$ cat src/rtl/nn_train_sequencer_pkg.sv
`default_nettype none
// ============================================================================
// nn_train_sequencer_pkg : sample widths, element type and sequencer states
// Revision: 1.0
// ============================================================================
package nn_train_sequencer_pkg;

  localparam int DATA_W = 16;
  localparam int L1     = 2;
  localparam int L4     = 1;

  typedef logic signed [DATA_W-1:0] data_type;

  typedef enum logic [3:0] {
    ST_IDLE      = 4'd0,
    ST_INIT_RST  = 4'd1,
    ST_SETUP1    = 4'd2,
    ST_LOAD      = 4'd3,
    ST_SETUP2    = 4'd4,
    ST_STREAM    = 4'd5,
    ST_DRAIN     = 4'd6,
    ST_EPOCH_RST = 4'd7,
    ST_DONE      = 4'd8
  } seq_state_t;

  function automatic int max4(input int a, input int b, input int c, input int d);
    int m;
    m = a;
    if (b > m) m = b;
    if (c > m) m = c;
    if (d > m) m = d;
    return m;
  endfunction

endpackage
`default_nettype wire

$ cat src/rtl/nn_seq_timer.sv
`default_nettype none
// ============================================================================
// nn_seq_timer : loadable down-counter that parks at zero and flags it
// Revision: 1.0
// ============================================================================
module nn_seq_timer #(
  parameter int WIDTH = 8
) (
  input  logic             clk,
  input  logic             reset,
  input  logic             load,
  input  logic [WIDTH-1:0] load_value,
  output logic             zero
);

  logic [WIDTH-1:0] r_count;

  always_ff @(posedge clk or negedge reset) begin
    if (!reset) begin
      r_count <= '0;
    end else if (load) begin
      r_count <= load_value;
    end else if (r_count != '0) begin
      r_count <= r_count - WIDTH'(1);
    end
  end

  assign zero = (r_count == '0);

endmodule
`default_nettype wire

$ cat src/rtl/nn_train_sequencer.sv
`default_nettype none
// ============================================================================
// nn_train_sequencer : streams training samples into neural_network and
//                      generates its init, load, enable and epoch controls
// Revision: 1.0
// ============================================================================
module nn_train_sequencer
  import nn_train_sequencer_pkg::*;
#(
  parameter int SAMPLES      = 2048,
  parameter int EPOCHS       = 100,
  parameter int HOLD_CYCLES  = 10,
  parameter int RST_CYCLES   = 10,
  parameter int SETUP_CYCLES = 10,
  parameter int DRAIN_CYCLES = 200
) (
  input  logic                         clk,
  input  logic                         reset,
  input  logic                         start,
  input  logic                         s_valid,
  output logic                         s_ready,
  input  logic [L1*DATA_W-1:0]         s_a1,
  input  logic [L4*DATA_W-1:0]         s_y,
  output logic [L1*DATA_W-1:0]         a1,
  output logic [L4*DATA_W-1:0]         y,
  output logic                         net_reset,
  output logic                         block_reset_on_mux,
  output logic                         load_inital_parameters,
  output logic                         input_select,
  output logic                         en_forward,
  output logic                         en_backward,
  output logic [$clog2(EPOCHS+1)-1:0]  epoch_count,
  output logic [$clog2(SAMPLES+1)-1:0] sample_count,
  output logic                         busy,
  output logic                         done,
  output logic                         underrun
);

  localparam int C_EPOCH_W = $clog2(EPOCHS+1);
  localparam int C_SAMP_W  = $clog2(SAMPLES+1);
  localparam int C_TMR_W   = $clog2(max4(HOLD_CYCLES, RST_CYCLES, SETUP_CYCLES, DRAIN_CYCLES) + 1);

  // Windows are loaded with N-1 so the zero cycle is the last cycle of the window
  localparam logic [C_TMR_W-1:0]   C_HOLD_LD   = C_TMR_W'(HOLD_CYCLES - 1);
  localparam logic [C_TMR_W-1:0]   C_RST_LD    = C_TMR_W'(RST_CYCLES - 1);
  localparam logic [C_TMR_W-1:0]   C_SETUP_LD  = C_TMR_W'(SETUP_CYCLES - 1);
  localparam logic [C_TMR_W-1:0]   C_DRAIN_LD  = C_TMR_W'(DRAIN_CYCLES - 1);
  localparam logic [C_SAMP_W-1:0]  C_SAMP_MAX  = C_SAMP_W'(SAMPLES);
  localparam logic [C_EPOCH_W-1:0] C_EPOCH_MAX = C_EPOCH_W'(EPOCHS);
  localparam logic [C_EPOCH_W-1:0] C_EPOCH_FIN = C_EPOCH_W'(EPOCHS - 1);

  seq_state_t           r_state;
  logic                 r_held;
  logic                 w_zero;
  logic                 w_tmr_load;
  logic [C_TMR_W-1:0]   w_tmr_value;
  logic                 w_take;
  logic                 w_hold_end;
  logic                 w_epoch_full;

  assign w_epoch_full = (sample_count == C_SAMP_MAX);
  assign w_hold_end   = r_held && w_zero;
  assign s_ready      = (r_state == ST_STREAM) && !w_epoch_full && (!r_held || w_zero);
  assign w_take       = s_valid && s_ready;

  always_comb begin
    w_tmr_load  = 1'b0;
    w_tmr_value = '0;
    case (r_state)
      ST_IDLE, ST_DONE: if (start) begin w_tmr_load = 1'b1; w_tmr_value = C_RST_LD; end
      ST_INIT_RST:      if (w_zero) begin w_tmr_load = 1'b1; w_tmr_value = C_SETUP_LD; end
      ST_LOAD:          begin w_tmr_load = 1'b1; w_tmr_value = C_SETUP_LD; end
      ST_STREAM: begin
        if (w_take) begin
          w_tmr_load  = 1'b1;
          w_tmr_value = C_HOLD_LD;
        end else if (w_hold_end && w_epoch_full) begin
          w_tmr_load  = 1'b1;
          w_tmr_value = C_DRAIN_LD;
        end
      end
      ST_DRAIN:         if (w_zero) begin w_tmr_load = 1'b1; w_tmr_value = C_RST_LD; end
      default:          ;
    endcase
  end

  nn_seq_timer #(
    .WIDTH (C_TMR_W)
  ) u_timer (
    .clk        (clk),
    .reset      (reset),
    .load       (w_tmr_load),
    .load_value (w_tmr_value),
    .zero       (w_zero)
  );

  always_ff @(posedge clk or negedge reset) begin
    if (!reset) begin
      r_state                <= ST_IDLE;
      r_held                 <= 1'b0;
      net_reset              <= 1'b1;
      block_reset_on_mux     <= 1'b0;
      load_inital_parameters <= 1'b0;
      input_select           <= 1'b0;
      en_forward             <= 1'b0;
      en_backward            <= 1'b0;
      a1                     <= '0;
      y                      <= '0;
      epoch_count            <= '0;
      sample_count           <= '0;
      busy                   <= 1'b0;
      done                   <= 1'b0;
      underrun               <= 1'b0;
    end else begin
      load_inital_parameters <= 1'b0;
      case (r_state)
        ST_IDLE, ST_DONE: begin
          if (start) begin
            r_state            <= ST_INIT_RST;
            r_held             <= 1'b0;
            net_reset          <= 1'b0;
            block_reset_on_mux <= 1'b0;
            input_select       <= 1'b0;
            en_forward         <= 1'b0;
            en_backward        <= 1'b0;
            epoch_count        <= '0;
            sample_count       <= '0;
            busy               <= 1'b1;
            done               <= 1'b0;
            underrun           <= 1'b0;
          end
        end
        ST_INIT_RST: begin
          if (w_zero) begin
            r_state            <= ST_SETUP1;
            net_reset          <= 1'b1;
            block_reset_on_mux <= 1'b1;
          end
        end
        ST_SETUP1: begin
          if (w_zero) begin
            r_state                <= ST_LOAD;
            load_inital_parameters <= 1'b1;
          end
        end
        ST_LOAD: r_state <= ST_SETUP2;
        ST_SETUP2: begin
          if (w_zero) begin
            r_state     <= ST_STREAM;
            en_forward  <= 1'b1;
            en_backward <= 1'b1;
          end
        end
        ST_STREAM: begin
          if (w_take) begin
            a1           <= s_a1;
            y            <= s_y;
            r_held       <= 1'b1;
            en_forward   <= 1'b1;
            en_backward  <= 1'b1;
            sample_count <= sample_count + C_SAMP_W'(1);
          end else if (w_hold_end) begin
            r_held <= 1'b0;
            if (w_epoch_full) begin
              r_state <= ST_DRAIN;
            end else begin
              // Starved: freeze the network on the last sample until data returns
              en_forward  <= 1'b0;
              en_backward <= 1'b0;
              underrun    <= 1'b1;
            end
          end
        end
        ST_DRAIN: begin
          if (w_zero) begin
            r_state     <= ST_EPOCH_RST;
            net_reset   <= 1'b0;
            en_forward  <= 1'b0;
            en_backward <= 1'b0;
          end
        end
        ST_EPOCH_RST: begin
          if (w_zero) begin
            net_reset    <= 1'b1;
            input_select <= 1'b1;
            sample_count <= '0;
            if (epoch_count != C_EPOCH_MAX) epoch_count <= epoch_count + C_EPOCH_W'(1);
            if (epoch_count >= C_EPOCH_FIN) begin
              r_state <= ST_DONE;
              busy    <= 1'b0;
              done    <= 1'b1;
            end else begin
              r_state     <= ST_STREAM;
              en_forward  <= 1'b1;
              en_backward <= 1'b1;
            end
          end
        end
        default: r_state <= ST_IDLE;
      endcase
    end
  end

endmodule
`default_nettype wire

$ cat config.mk
export PLATFORM = sky130hd
export DESIGN_NAME = nn_train_sequencer
export DESIGN_NICKNAME = d
export VERILOG_FILES = /design/src/rtl/nn_train_sequencer_pkg.sv /design/src/rtl/nn_seq_timer.sv /design/src/rtl/nn_train_sequencer.sv
export SDC_FILE = /design/constraint.sdc
export NUM_CORES = 1
export LEC_CHECK = 0
export CORE_AREA = 2 2 102 104
export CTS_BUF_LIST = sky130_fd_sc_hd__clkbuf_4
export CTS_CLUSTER_DIAMETER = 120
export DETAILED_ROUTE_END_ITERATION = 12
export DIE_AREA = 0 0 104 106
export PLACE_DENSITY = 0.87
export SETUP_SLACK_MARGIN = 0.1
export SYNTH_ARGS = -nofsm -noshare
export SYNTH_HDL_FRONTEND = slang
export SYNTH_SLANG_ARGS = --single-unit
$ cat constraint.sdc
create_clock -name clk -period 2.8 [get_ports clk]
set_input_delay 0.56 -clock clk [delete_from_list [all_inputs] [get_ports clk]]
set_output_delay 0.56 -clock clk [all_outputs]
set_load 0.01 [all_outputs]
==> results of run 1 <==
Yosys cell counts (all sizes together) (5+ instances only):
cell type | n | area (µm²)
or4 | 5 | 37.54
a31oi | 6 | 37.54
clkbuf | 13 | 48.80
o31ai | 8 | 60.06
inv | 9 | 33.78
dfrtp | 87 | 2177
nor3 | 6 | 30.03
or3 | 9 | 56.30
o21ai | 21 | 105.1
mux2 | 50 | 739.5
buf | 8 | 80.07
xor2 | 7 | 61.31
ha | 6 | 75.07
nor2 | 26 | 97.59
a21oi | 23 | 115.1
nand3 | 10 | 50.05
nand2 | 21 | 78.83
per-layer routing:
metal,vias to the layer above,track usage (%)
met1,1780,25.36
li1,1686,-
met5,-,0
met4,0,6.178
met3,11,3.495
met2,137,35.53
kinds of logic after synthesis:
logic type | count (synthesis) | share of synthesized area, %
and+or+nand+nor | 115 | 14.98
DFF | 88 | 50.26
AOI/OAI and AO/OA | 73 | 10.05
muxes | 51 | 17.09
buffers and inverters | 30 | 3.710
xor gates and xnor gates | 11 | 2.197
adders and majority gates | 6 | 1.712
worst max-delay path, delay by kind of cell, from the launching register on:
kind | cells | cell delay (ns)
fa+ha+maj | 1 | 0.15
simple gates | 3 | 0.99
flops | 1 | 0.42
buf+inv | 2 | 0.18
cell type report:
| cell class | count | area, µm² |
|---|---|---|
| Fill cell | 791 | 3721 |
| Sequential cell | 88 | 2203 |
| Multi-Input combinational cell | 256 | 2033 |
| Timing Repair Buffer | 169 | 1650 |
| Tap cell | 136 | 170.2 |
| Clock inverter | 7 | 120.1 |
| Clock buffer | 9 | 67.56 |
| Inverter | 9 | 33.78 |
through the flow:
step	std cells	hold slack (ns)	setup slack (ns)
after floorplan	374	0.2644	0.2165
after global placement	649	0.4645	0.1322
after detailed placement	649	0.4777	0.05234
after CTS	666	0.06492	0.02945
after global routing	674	0.08442	-0.009774
final	674	0.07271	0.06868
worst min-delay path by stage:
| stage | depth (start not counted) | slack [ns] | from | to |
|---|---|---|---|---|
| final | 1 | 0.07 | reset | a1[1]$_DFFE_PN0P_ |
| after global routing | 1 | 0.08 | reset | a1[1]$_DFFE_PN0P_ |
| after CTS | 1 | 0.06 | reset | a1[1]$_DFFE_PN0P_ |
| after detailed placement | 2 | 0.48 | busy$_DFFE_PN0P_ | busy$_DFFE_PN0P_ |
| after global placement | 2 | 0.46 | busy$_DFFE_PN0P_ | busy$_DFFE_PN0P_ |
| after floorplan | 0 | 0.26 | reset | a1[0]$_DFFE_PN0P_ |
state kept, by name, indices dropped and copies added (netlist names), 4 cells and up:
name,count
y,16
epoch_count,7
a1,32
sample_count,12
r_state,4
u_timer.r_count,8
where the power goes:
part           internal (W)  switching (W)
registers           0.00175       0.000333
clock network      0.000454       0.000444
logic               0.00172        0.00110
what timing repair did:
| action | in CTS | in global routing |
|---|---|---|
| setup endpoints to repair | 27 | 27 |
| buffers inserted | 1 | 8 |
| gates resized for setup | 10 | 1 |
| hold buffers | 0 | 0 |
| pin swaps | 1 | 1 |
==> out/qor.csv, run 1 <==
metric,value,unit
"Distinct cells, synth",50,
initial core utilization,43.84,%
I/O Pins,129,
clock-pin slew on the worst setup and hold paths,0.15,ns
clk_lat worst skew,0.43,ns
crit end category,output pin,
Hold Fails Final Rpt,0,
Hold Path Class,input pin to asynchronous set/reset pin,
Die Span Y,106,µm
ys flop type,dfrtp_1,
Port Buf Inserts,128,
Final setup viols,0,
overall power,0.005798,W
post-synthesis sequential area ratio,50.26,%
outcome,"complete, no violations",
Routed met2 length,5669,µm
global-route wire length before repair,17950,µm
DR WL/cell,16.33,µm
vias per inst,5.362,
core box area,0.01000,mm²
Setup crit end,s_ready,
clock sink total,88,
Final ANT Viol Nets,0,
layout cells sized above 1,22.86,%
most frequent cells in the layout,"126 x clkdlybuf4s50_1, 87 x dfrtp_1, 47 x mux2_4",
RSZ-0062 raised after global routing,true,
Root Buffer Master,clkbuf_4,
fin area,0.006279,mm²
setup TNS,0,ns
TritonCTS clock tree,done,
"Slowest-stage cell, CP",or4b_4,
worst-margin pin slew,0.8304,ns
Max VDD drop,0.0004180,V
overflow left after global routing,0,
CP required,2.24,ns
R2R depth,7,
Setup CP Type,register to output pin,
row count,37,
Netlist Area Pre-Place,0.004384,mm²
wire length on met3,603,µm
r2r setup slk,0.29,ns
DIE AREA,0.01102,mm²
"EDFF count, synth",0,
Starting DRT DRC Count,198,
# diodes,0,
clock buffer depth,2,
iteration count of the initial detailed-routing pass,5,
startpoint types,register,
Max Used Layer,met4,
Leakage Power,2.694,nW
largest net degree at the start of global routing,48,
vias in the first global route,3534,
fraction of registers with async set/reset,100.0,%
routability cong.,0.8830,
die span in x,104,µm
max cap viols,0,
Layout area overhead,43.21,%
Peak Freq,0.3661,GHz
CP Cell Sequence,inv_1 > ha_2 > or4b_4 > or3_4 > and3_4 > buf_6,
"Arr. time, crit path",2.17,ns
CTS Buf Count,9,
Post-DP HPWL,8063,µm
# DRC,0,
Reg-to-Reg Start,u_timer.r_count[5]$_DFFE_PN0P_,
critical path launch point,sample_count[1]$_DFFE_PN0P_,
met1 wire length,4641,µm
syn_nets,432,
Worst Path Max Fanout,2,
Final Util,62.79,%
synthesized area per cell,11.72,µm²
Tcrit/Tclk final,97.55,%
Ys Warns,0,
GRT Total Usage,20.14,%
H-Tree Depth,3,
nets@finish,591,
initial antenna violation count,0,
min Tclk post-route,2.731,ns
P per Cell Area,923.4,mW/mm²
Cells after Synth,374,
Area after DPL,0.006007,mm²
R2R Path End,sample_count[4]$_DFFE_PN0P_,
"most common cell after layout, fill and taps aside",clkdlybuf4s50_1,
"slowest stage delay, CP",0.46,ns
Worst Skew,0.01961,ns
max_slew headroom,44.17,%
DR vias,3614,
Yosys reg bits,88,
routed wire length,11010,µm
max-slew violation count,0,
No activity file was read; power rests on OpenSTA's default activity.
==> run 2, diff against run 1 <==
Settings changed: HOLD_SLACK_MARGIN from default to 0.15.
==> out/qor.csv, run 2 (synthesis results as in run 1) <==
metric,value,unit,change
# DRC,0,,unchanged
max-slew violation count,0,,unchanged
clock buffer depth,2,,unchanged
routed wire length,10970,µm,-0.31%
pre-CTS WS,0.05234,ns,unchanged
clock sink total,88,,unchanged
dpl cells,649,,unchanged
core box area,0.01000,mm²,unchanged
row count,37,,unchanged
overflow left after global routing,0,,unchanged
Max VDD drop,0.0004178,V,about the same
Starting DRT DRC Count,181,,-8.6%
Die Span Y,106,µm,unchanged
"Arr. time, crit path",2.17,ns,about the same
CP required,2.24,ns,about the same
most frequent cells in the layout,"126 x clkdlybuf4s50_1, 87 x dfrtp_1, 47 x mux2_4",,
Hold Path Class,register to register,,
Non-Filler Instances,675,,+0.15%
setup ws final,0.06957,ns,+0.0008842 ns
Tcrit/Tclk final,97.52,%,about the same
Setup CP Type,register to output pin,,
Hold Fails Final Rpt,0,,unchanged
Layout area overhead,43.44,%,
largest net degree at the start of global routing,48,,unchanged
worst-margin pin slew,0.8392,ns,+0.008883 ns
iteration count of the initial detailed-routing pass,4,,-1
DIE AREA,0.01102,mm²,unchanged
CTS Buf Count,9,,unchanged
layout cells sized above 1,22.82,%,-0.042 points
Final ANT Viol Nets,0,,unchanged
"slowest stage delay, CP",0.46,ns,about the same
R2R Path End,a1[14]$_DFFE_PN0P_,,
Setup crit end,s_ready,,
# diodes,0,,unchanged
CP Cell Sequence,inv_1 > ha_2 > or4b_4 > or3_4 > and3_4 > buf_6,,
Final setup viols,0,,unchanged
Crit. path cell count,6,,unchanged
nets@finish,592,,+0.17%
Reg with most FFs,a1,,
startpoint types,register,,
P per Cell Area,922.2,mW/mm²,-0.14%
fin area,0.006289,mm²,+0.16%
Leakage Power,2.698,nW,+0.16%
r2r setup slk,0.30,ns,about the same
initial core utilization,43.84,%,unchanged
"most common cell after layout, fill and taps aside",clkdlybuf4s50_1,,
max_slew headroom,43.57,%,-0.60 points
leading registers by flop count,"a1 x32, y x16, sample_count x12",,
Peak Freq,0.3662,GHz,about the same
Worst Skew,0.02208,ns,+0.002467 ns
clock-pin slew on the worst setup and hold paths,0.14,ns,about the same
Reg-to-Reg Start,u_timer.r_count[1]$_DFFE_PN0P_,,
GRT Total Usage,20.17,%,+0.027 points
min Tclk post-route,2.730,ns,-0.0008842 ns
setup TNS,0,ns,unchanged
crit path buf inv count,2,,unchanged
Post-DP HPWL,8063,µm,unchanged
Root Buffer Master,clkbuf_4,,
max cap viols,0,,unchanged
routability cong.,0.8830,,unchanged
I/O Pins,129,,unchanged
"delay-heaviest family, CP",simple AND/OR/NAND/NOR gates,,
DR WL/cell,16.26,µm,-0.46%
TritonCTS clock tree,done,,
R2R depth,8,,+1
global-route wire length before repair,17970,µm,+0.16%
"Slowest-stage cell, CP",or4b_4,,
critical path launch point,sample_count[1]$_DFFE_PN0P_,,
RSZ-0062 raised after global routing,true,,
die span in x,104,µm,unchanged
Worst Path Max Fanout,2,,unchanged
vias per inst,5.321,,-0.76%
crit end category,output pin,,
clk_lat worst skew,0.44,ns,about the same
hold slack,0.5024,ns,+0.4297 ns
Largest register FFs,32,,unchanged
H-Tree Depth,3,,unchanged
Port Buf Inserts,128,,unchanged
Area after DPL,0.006007,mm²,unchanged
initial antenna violation count,0,,unchanged
vias in the first global route,3547,,+0.37%
outcome,"complete, no violations",,
DR vias,3592,,-0.61%
-- run 2: power by group --
group | switching (W) | internal [W]
sequential | 0.000333 | 0.00175
combinational | 0.00110 | 0.00172
clock | 0.000445 | 0.000454
-- run 2: worst min path at each step --
stage | startpoint | to | depth (start not counted)
2_1_floorplan | reset | a1[0]$_DFFE_PN0P_ | 0
3_3_place_gp | busy$_DFFE_PN0P_ | busy$_DFFE_PN0P_ | 2
3_5_place_dp | busy$_DFFE_PN0P_ | busy$_DFFE_PN0P_ | 2
4_1_cts | busy$_DFFE_PN0P_ | busy$_DFFE_PN0P_ | 2
5_1_grt | busy$_DFFE_PN0P_ | busy$_DFFE_PN0P_ | 2
6_report | busy$_DFFE_PN0P_ | busy$_DFFE_PN0P_ | 2
-- run 2: repair_timing --
action                                  4_1_cts  5_1_grt
hold endpoints to repair                     41        0
gates resized for setup                      10        1
endpoints found under the setup margin       27       27
cloned                                        0        0
hold buffers                                  1        0
pin swaps                                     1        1
setup buffers                                 1        8
-- run 2: through the flow --
step                total power, W  utilization, %
floorplan                 0.003518               -
global placement          0.004748           60.07
detailed placement        0.004870           60.07
CTS                       0.005818           62.25
global route              0.006134           62.89
finish                    0.005799           62.89
-- run 2: worst reg2reg max path: stages (launching register included) --
cell	delay, ns
dfrtp_1	0.43
inv_1	0.09
ha_1	0.18
or3b_2	0.50
o21ai_2	0.16
and3_4	0.20
and2_4	0.30
buf_12	0.21
mux2_4	0.32
-- run 2: final cells by class --
| cell class | instances | area, µm² |
|---|---|---|
| clock buffer | 9 | 67.56 |
| timing repair buffer | 170 | 1660 |
| tap | 136 | 170.2 |
| fill | 788 | 3711 |
| multi-input combinational | 256 | 2033 |
| clock inverter | 7 | 120.1 |
| sequential | 88 | 2203 |
| inverter | 9 | 33.78 |
-- run 2: layer usage --
metal	part of all wire, %	up-vias	routed length (µm)	GRT usage [%]
met1	42	1766	4619	25.36
met4	0.66	0	72	6.178
met2	52	133	5688	35.62
li1	-	1686	-	-
met3	5.4	7	593	3.495
met5	0	-	0	0
